**config.mk**
```make
export PLATFORM = sky130hd
export DESIGN_NAME = ppu_pixel_fifo
export DESIGN_NICKNAME = d
export VERILOG_FILES = /design/src/rtl/ppu_pixel_fifo.sv
export SDC_FILE = /design/constraint.sdc
export NUM_CORES = 1
export LEC_CHECK = 0
export CORE_MARGIN = 4
export CORE_UTILIZATION = 46
export CTS_CLUSTER_SIZE = 16
export DETAILED_ROUTE_END_ITERATION = 10
export PLACE_DENSITY_LB_ADDON = 0.2
export SKIP_LAST_GASP = 1
export SLEW_MARGIN = 0
export SYNTH_ARGS = -nofsm -noshare
export SYNTH_HDL_FRONTEND = slang
export SYNTH_SLANG_ARGS = --single-unit
```
**constraint.sdc**
```tcl
create_clock -name clk_i -period 2.7 [get_ports clk_i]
set_input_delay 0.54 -clock clk_i [delete_from_list [all_inputs] [get_ports clk_i]]
set_output_delay 0.54 -clock clk_i [all_outputs]
set_load 0.1 [all_outputs]
```
**src/rtl/ppu_pixel_fifo.sv**
```systemverilog
// Background pixel FIFO for the PPU draw path.
// Takes one whole tile row (BPP bitplanes x TILE_W pixels) per accepted load.
// Drops a programmable number of leading pixels after each flush (fine scroll).
// Emits at most one pixel per cycle through a single registered output stage.
// The palette lookup (PAL_EN=1) assumes BPP==2: colour c maps to palette_i[2c+1:2c].
module ppu_pixel_fifo #(
  parameter int DEPTH  = 16,
  parameter int TILE_W = 8,
  parameter int BPP    = 2,
  parameter bit PAL_EN = 1'b1,
  localparam int AW    = $clog2(DEPTH),
  localparam int CW    = $clog2(DEPTH + 1)
) (
  input  logic                  clk_i,
  input  logic                  rst_n_i,
  input  logic                  flush_i,
  input  logic [2:0]            discard_i,
  input  logic                  load_valid_i,
  output logic                  load_ready_o,
  input  logic [BPP*TILE_W-1:0] planes_i,
  input  logic                  pop_en_i,
  input  logic [7:0]            palette_i,
  output logic [BPP-1:0]        px_out_o,
  output logic                  px_valid_o,
  output logic                  underflow_o,
  output logic [CW-1:0]         count_o
);

  logic [BPP-1:0] mem_q [DEPTH];
  logic [AW-1:0]  wr_ptr_q, wr_ptr_d;
  logic [AW-1:0]  rd_ptr_q, rd_ptr_d;
  logic [CW-1:0]  count_q, count_d;
  logic [2:0]     discard_left_q, discard_left_d;
  logic [BPP-1:0] px_out_q, px_out_d;
  logic           px_valid_q, px_valid_d;
  logic           underflow_q, underflow_d;

  logic [BPP-1:0] row_pix [TILE_W];
  logic [BPP-1:0] rd_data;
  logic [BPP-1:0] px_mapped;
  logic           load;
  logic           pop_ok;
  logic           disc_pop;
  logic           out_pop;
  logic           pop;

  // Readiness looks only at registered occupancy; a same-cycle pop does not help.
  assign load_ready_o = !flush_i && (count_q <= CW'(DEPTH - TILE_W));
  assign load         = load_valid_i && load_ready_o;

  // Unpack the bitplanes into per-pixel colour indices, pixel 0 = leftmost (plane MSB).
  always_comb begin
    row_pix = '{default: '0};
    for (int i = 0; i < TILE_W; i++) begin
      for (int k = 0; k < BPP; k++) begin
        row_pix[i][k] = planes_i[k*TILE_W + TILE_W - 1 - i];
      end
    end
  end

  assign rd_data = mem_q[rd_ptr_q];

  generate
    if (PAL_EN) begin : g_pal
      logic [2:0] pal_idx;
      assign pal_idx   = {rd_data[1:0], 1'b0};
      assign px_mapped = palette_i[pal_idx +: 2];
    end else begin : g_raw
      assign px_mapped = rd_data;
    end
  endgenerate

  // Next-state: flush dominates, otherwise load and pop update pointers/count independently.
  always_comb begin
    pop_ok         = !flush_i && (count_q != '0);
    disc_pop       = pop_ok && (discard_left_q != '0);
    out_pop        = pop_ok && (discard_left_q == '0) && pop_en_i;
    pop            = disc_pop || out_pop;

    wr_ptr_d       = wr_ptr_q;
    rd_ptr_d       = rd_ptr_q;
    count_d        = count_q;
    discard_left_d = discard_left_q;
    px_valid_d     = out_pop;
    px_out_d       = out_pop ? px_mapped : px_out_q;
    // An empty FIFO with discard pending is a legitimate wait, not an underflow.
    underflow_d    = !flush_i && (count_q == '0) && (discard_left_q == '0) && pop_en_i;

    if (flush_i) begin
      wr_ptr_d       = '0;
      rd_ptr_d       = '0;
      count_d        = '0;
      discard_left_d = discard_i;
    end else begin
      if (load) wr_ptr_d = wr_ptr_q + AW'(TILE_W);
      if (pop)  rd_ptr_d = rd_ptr_q + AW'(1);
      count_d = count_q + (load ? CW'(TILE_W) : '0) - (pop ? CW'(1) : '0);
      if (disc_pop) discard_left_d = discard_left_q - 3'd1;
    end
  end

  // Control and output registers with synchronous active-low reset.
  always_ff @(posedge clk_i) begin
    if (!rst_n_i) begin
      wr_ptr_q       <= '0;
      rd_ptr_q       <= '0;
      count_q        <= '0;
      discard_left_q <= '0;
      px_out_q       <= '0;
      px_valid_q     <= 1'b0;
      underflow_q    <= 1'b0;
    end else begin
      wr_ptr_q       <= wr_ptr_d;
      rd_ptr_q       <= rd_ptr_d;
      count_q        <= count_d;
      discard_left_q <= discard_left_d;
      px_out_q       <= px_out_d;
      px_valid_q     <= px_valid_d;
      underflow_q    <= underflow_d;
    end
  end

  // Pixel storage: a whole row lands at wr_ptr..wr_ptr+TILE_W-1, wrapping modulo DEPTH.
  always_ff @(posedge clk_i) begin
    if (rst_n_i && load) begin
      for (int i = 0; i < TILE_W; i++) begin
        mem_q[wr_ptr_q + AW'(i)] <= row_pix[i];
      end
    end
  end

  assign px_out_o    = px_out_q;
  assign px_valid_o  = px_valid_q;
  assign underflow_o = underflow_q;
  assign count_o     = count_q;

endmodule

```
Word level (Yosys, flattened, before mapping)

Memory sizes are Yosys's and may differ from the RTL's. A register that Yosys moved wholly into a read port is not among the register bits.
Cells that the tools add are included.

Reductions and logical operators: 18
Multiplexer cells: 8
Add/subtract/negate cells: 12
Shift-type cells: 1
Bitwise logic cells: 1
Magnitude comparators: 1

Operators by type and width:

| cell                                                                             | count |
|---|---|
| 4-bit by 3-bit adder with 4-bit output, second input constant                    | 4 |
| 4-bit two-way mux                                                                | 3 |
| 1-bit logical AND                                                                | 10 |
| 4-bit by 1-bit adder with 4-bit output, second input constant                    | 2 |
| 4-bit by 2-bit adder with 4-bit output, second input constant                    | 2 |
| 8-bit by 4-bit indexed part select with 2-bit output                             | 1 |
| 3-bit two-way mux                                                                | 2 |
| 5-bit by 4-bit adder with 5-bit output                                           | 1 |
| 5-bit by 4-bit less-or-equal comparator with 1-bit output, second input constant | 1 |
| 5-bit zero test                                                                  | 1 |
| 5-bit nonzero test                                                               | 1 |
| 5-bit by 1-bit subtractor with 5-bit output                                      | 1 |
| 4-bit adder, second input constant                                               | 1 |
| 3-bit zero test                                                                  | 1 |
| 1-bit two-way mux                                                                | 3 |
| 3-bit nonzero test                                                               | 1 |
| 3-bit by 1-bit subtractor with 3-bit output, second input constant               | 1 |
| 2-bit nonzero test                                                               | 1 |
| 2-bit OR reduction                                                               | 1 |
| 1-bit zero test                                                                  | 1 |
| 1-bit logical OR                                                                 | 1 |
| 1-bit inverter                                                                   | 1 |

Memory bits (writable): 32
Logic and storage cells: 49
Bits in registers: 20
Bits of input ports: 32
Memories: 1
Output and inout bits: 10

Memories:

| name  | words | bits a word | rd ports | clocked after Yosys merged registers in | write ports | RTL line | RTL |
|---|---|---|---|---|---|---|---|
| mem_q | 16    | 2           | 1        | 1                                       | 8           | 29       | `logic [BPP-1:0] mem_q [DEPTH];` |

Depth between registers and ports, before layout

Depth after elaboration: 7
Gate-level depth with buffers: 12
Gate-level depth less buffers: 12

Worst setup path before layout

OpenSTA, ideal clock, no wires.

Kind: register to output
Start point: reg count_q[1] (netlist: count_o[1])
End point: out load_ready_o
Cell stages (with the launch flop): 4
Setup slack: -1425 ps
Data required time: 2160 ps
Buffers on the path: 1
Arrival time: 3585 ps
Cell sequence: dfxtp_1 or3_1 clkbuf_1 a211oi_1

Longest elaborated chain between the ends: 2

RTL lines:

| what                                                      | RTL line | RTL |
|---|---|---|
| from (decl)                                               | 32       | `logic [CW-1:0] count_q, count_d;` |
| from (signal assigned)                                    | 115      | `count_q <= count_d;` |
| 5-bit by 4-bit less-or-equal comparator with 1-bit output | 48       | `assign load_ready_o = !flush_i && (count_q <= CW'(DEPTH - TILE_W));` |
| 1-bit logical AND                                         | 48       |  |
| to (decl)                                                 | 19       | `output logic load_ready_o,` |

Every way passes these cells.

Worst setup path in the final report

Start point: reg count_q[0] (netlist: count_o[0])
End point: reg count_q[4] (netlist: count_o[4])

Longest elaborated chain between the ends: 7
Elaborated cells on any way between the ends: 13
Classes of those cells: add/sub (2); order compare (1); mux (2); reduce/logical (8)

RTL lines:

| what                                                                                                              | RTL line | RTL |
|---|---|---|
| parallel branches: the longest is 6 deep, another holds 5-bit by 4-bit less-or-equal comparator with 1-bit output | -        |  |
| 5-bit by 1-bit subtractor with 5-bit output *                                                                     | 97       | `count_d = count_q + (load ? CW'(TILE_W) : '0) - (pop ? CW'(1) : '0);` |

Every way passes the cells marked *.
A chain may end at the register's enable or synchronous reset.

==> impl_metrics.csv <==
group,metric,value,unit
global_route,grtUsageMet2,26.4,%
yosys,synth-xor-area-share,2.76,%
clocking,cts-htree-levels,2,
finish,final_cell_area,2850,µm²
setup_path,slowest_delay,0.53,ns
pwr,seq_power_share,45.1,%
run,drv_cap,0,
finish,drive_above_1_share,21.6,%
pwr,clockPowerShare,19.9,%
placed_design,hpwl,3170,µm
yosys,synth_mux_area_share,12.4,%
floorplan,ioPinCount,42,
detailed_routing,drt_iter0_markers,92,
setup_path,cp.arrival,2.70,ns
clocking,clk_pin_slew,0.09,ns
clocking,post_cts_buffers,0,
yosys,syn-cell-area,2220,µm²
yosys,synth_top_family_by_area,"multiplexers",
yosys,ys_seq_elements,53,
yosys,synth_cell_types,33,
detailed_routing,vias_per_cell,5.40,
placed_design,place_area,2750,µm²
setup_path,critPathLaunchType,"flop",
yosys,syn_avg_cell_area,14.5,µm²
setup_path,crit_type,"reg -> reg",
detailed_routing,drt_wl_total,4150,µm
yosys,synth_nets,194,
floorplan,start_util,47.4,%
sta,worst_slew_pin_slew,0.397,ns
yosys,ys_seq_area_share,62.2,%
sta,fin_setup_tns,0,ns
floorplan,die_x,77.5,µm
clocking,clk_path_buf_depth,2,
finish,areaGrowthSynthToFinish,28.3,%
finish,antennaDiodeCount,0,
placed_design,place.gp.congestion,0.849,
global_route,antenna_found_initial,0,
pwr,power_switching,0.768,mW
clocking,cts_buffers,5,
floorplan,coreArea,4690,µm²
sta,maxSlewHeadroom,73.5,%
pwr,power,2.17,mW
setup_path,critical_path.slowest_cell,"or3_1",
pwr,combPwrFrac,35.0,%
detailed_routing,first_pass_iters,4,
sta,finalCritPeriodShare,93.2,%
floorplan,row_count,25,
yosys,yosys_warnings,0,
finish,layout_commonest_cell,"edfxtp_1",
detailed_routing,wl_per_cell,16.1,µm
global_route,grt-busiest-layer,"met2",
yosys,synth-compound-area-share,6.53,%
global_route,use_met1,17.4,%
yosys,syn_inst,153,
detailed_routing,num_vias,1394,
sta,max_freq,397,MHz
sta,setup_viol,0,
finish,final_cell_mix,"32 x edfxtp_1, 31 x clkdlybuf4s50_1, 16 x dfxtp_1, 16 x buf_4, 14 x inv_1",
global_route,met3_usage,4.64,%
sta,grt_setup_unrepaired,"false",
yosys,yosysTopAreaCell,"edfxtp_1",
outcome,status,"complete, no violations",
setup_path,end_kind,"flop",
global_route,track_usage,15.0,%
clocking,clk-insertion-delay-late,0.31,ns
detailed_routing,drcViolationCount,0,
sta,clock-skew-final,0.0162,ns
global_route,grt_max_degree,17,
global_route,grt_pass1_vias,1441,
floorplan,die-height,77.5,µm
pwr,powerDensity,761,nW/µm²
setup_path,rrSetupSlack,0.18,ns
yosys,synth_adder_area_share,5.41,%
sta,finalHoldViolCount,0,
clocking,root_buffer,"clkbuf_8",
global_route,grt_pass1_wl,7000,µm
floorplan,die-area,6010,µm²
clocking,cts_tree,"yes",
setup_path,required,2.88,ns
setup_path,cp_max_fo,6,
yosys,yosys.area_share.simple,7.21,%
pwr,p_int,1.40,mW
detailed_routing,ant_nets,0,
pwr,leakage,1.02,nW
setup_path,cp_cell_sequence,"or3_1, a2111oi_4, inv_1, ha_1, inv_1, ha_1, a21oi_1, xnor2_1, nor2_1",
sta,fin_crit,2.52,ns
pwr,ir_drop,0.000436,V
hold_path,hp-class,"reg -> reg",
clocking,clock_sinks,53,
global_route,grt-ovfl-total,0,
yosys,synth_top_area_share,43.2,%
placed_design,io_buffers,41,
pwr,sw_frac_of_total,35.4,%
sta,drv_slew,0,
finish,nNetsFinal,244,
yosys,synth.area.top_cells,"edfxtp_1 43%, dfxtp_1 19%, mux4_2 10%",
finish,fin_util,60.8,%
-- cells in the mapped netlist, drive strengths merged --
cell type	instances
o221ai	2
a211oi	3
a211o	2
inv	14
or3b	1
a21oi	4
o211a	1
xor2	1
nand2b	1
o2111ai	2
nand3	3
nor3b	1
fa	1
xnor2	6
nor3	2
o21ai	2
edfxtp	32
or3	4
buf	1
a2111oi	1
clkbuf	4
nand3b	1
o211ai	1
ha	8
nor2	11
dfxtp	21
nand2	2
or2	1
nor4	1
a21o	1
and3	3
mux2i	5
mux4	10
-- registers in the layout, summed over array words and instances (netlist names), named ones only --
signal,flops
underflow_o,1
rd_ptr_q,4
px_valid_o,1
px_out_o,2
count_o,5
wr_ptr_q,1
discard_left_q,3
mem_q,32
-- timing repair --
item,4_1_cts,5_1_grt
resized for setup,0,1
hold buffers,0,0
setup endpoints to repair,0,1
-- logic make-up after synthesis --
kind of cell / count (synthesis)
flip-flops: 53
AND/OR/NAND/NOR: 31
buffers and inverters: 19
AO/OA/AOI/OAI: 19
XOR/XNOR: 7
adder cells (fa/ha/maj): 9
multiplexers: 15
-- per-stage QoR --
stage,setup WS (ns),instances,hold slack (ns)
floorplan,0.0279,153,0.459
global placement,0.126,250,0.483
detailed placement,-0.00223,250,0.491
CTS,0.103,258,0.512
global route,0.0275,258,0.547
finish,0.182,258,0.512
-- routing by layer --
metal | share of wire [%] | routed length, µm | up-vias
li1 | - | - | 668
met1 | 40 | 1670 | 688
met2 | 53 | 2210 | 32
met3 | 5.1 | 213 | 6
met4 | 1.4 | 59 | 0
met5 | 0 | 0 | -
-- critical path, delay by kind of cell (launching register included) --
family | cells | cell delay (ns)
XOR/XNOR | 1 | 0.13
flip-flops | 1 | 0.36
buffers and inverters | 2 | 0.17
adder cells (fa/ha/maj) | 2 | 0.57
AO/OA/AOI/OAI | 2 | 0.60
AND/OR/NAND/NOR | 2 | 0.58
-- final timing paths --
| path | startpoint | to | depth (start not counted) |
|---|---|---|---|
| max | count_o[0] | count_o[4] | 9 |
| min | rd_ptr_q[2] | flop | 2 |
| max reg2reg | count_o[0] | count_o[4] | 9 |
| min reg2reg | rd_ptr_q[2] | flop | 2 |
-- power groups by stage --
| stage | Combinational [mW] | Clock, mW | Sequential (mW) |
|---|---|---|---|
| after global routing | 0.827 | 0.485 | 0.991 |
| after CTS | 0.760 | 0.444 | 0.978 |
| after floorplan | 0.384 | 0 | 1.17 |
| final | 0.760 | 0.432 | 0.979 |
| after detailed placement | 0.757 | 0 | 0.997 |
| after global placement | 0.745 | 0 | 0.992 |
-- cell type report --
cell class	instances	area (µm²)
inverter	14	52.6
timing repair buffer	48	450
clock inverter	2	15.0
tap	54	67.6
multi-input combinational	81	798
clock buffer	6	72.6
fill	355	1840
sequential	53	1400
Power figures use the tool's default switching activity.
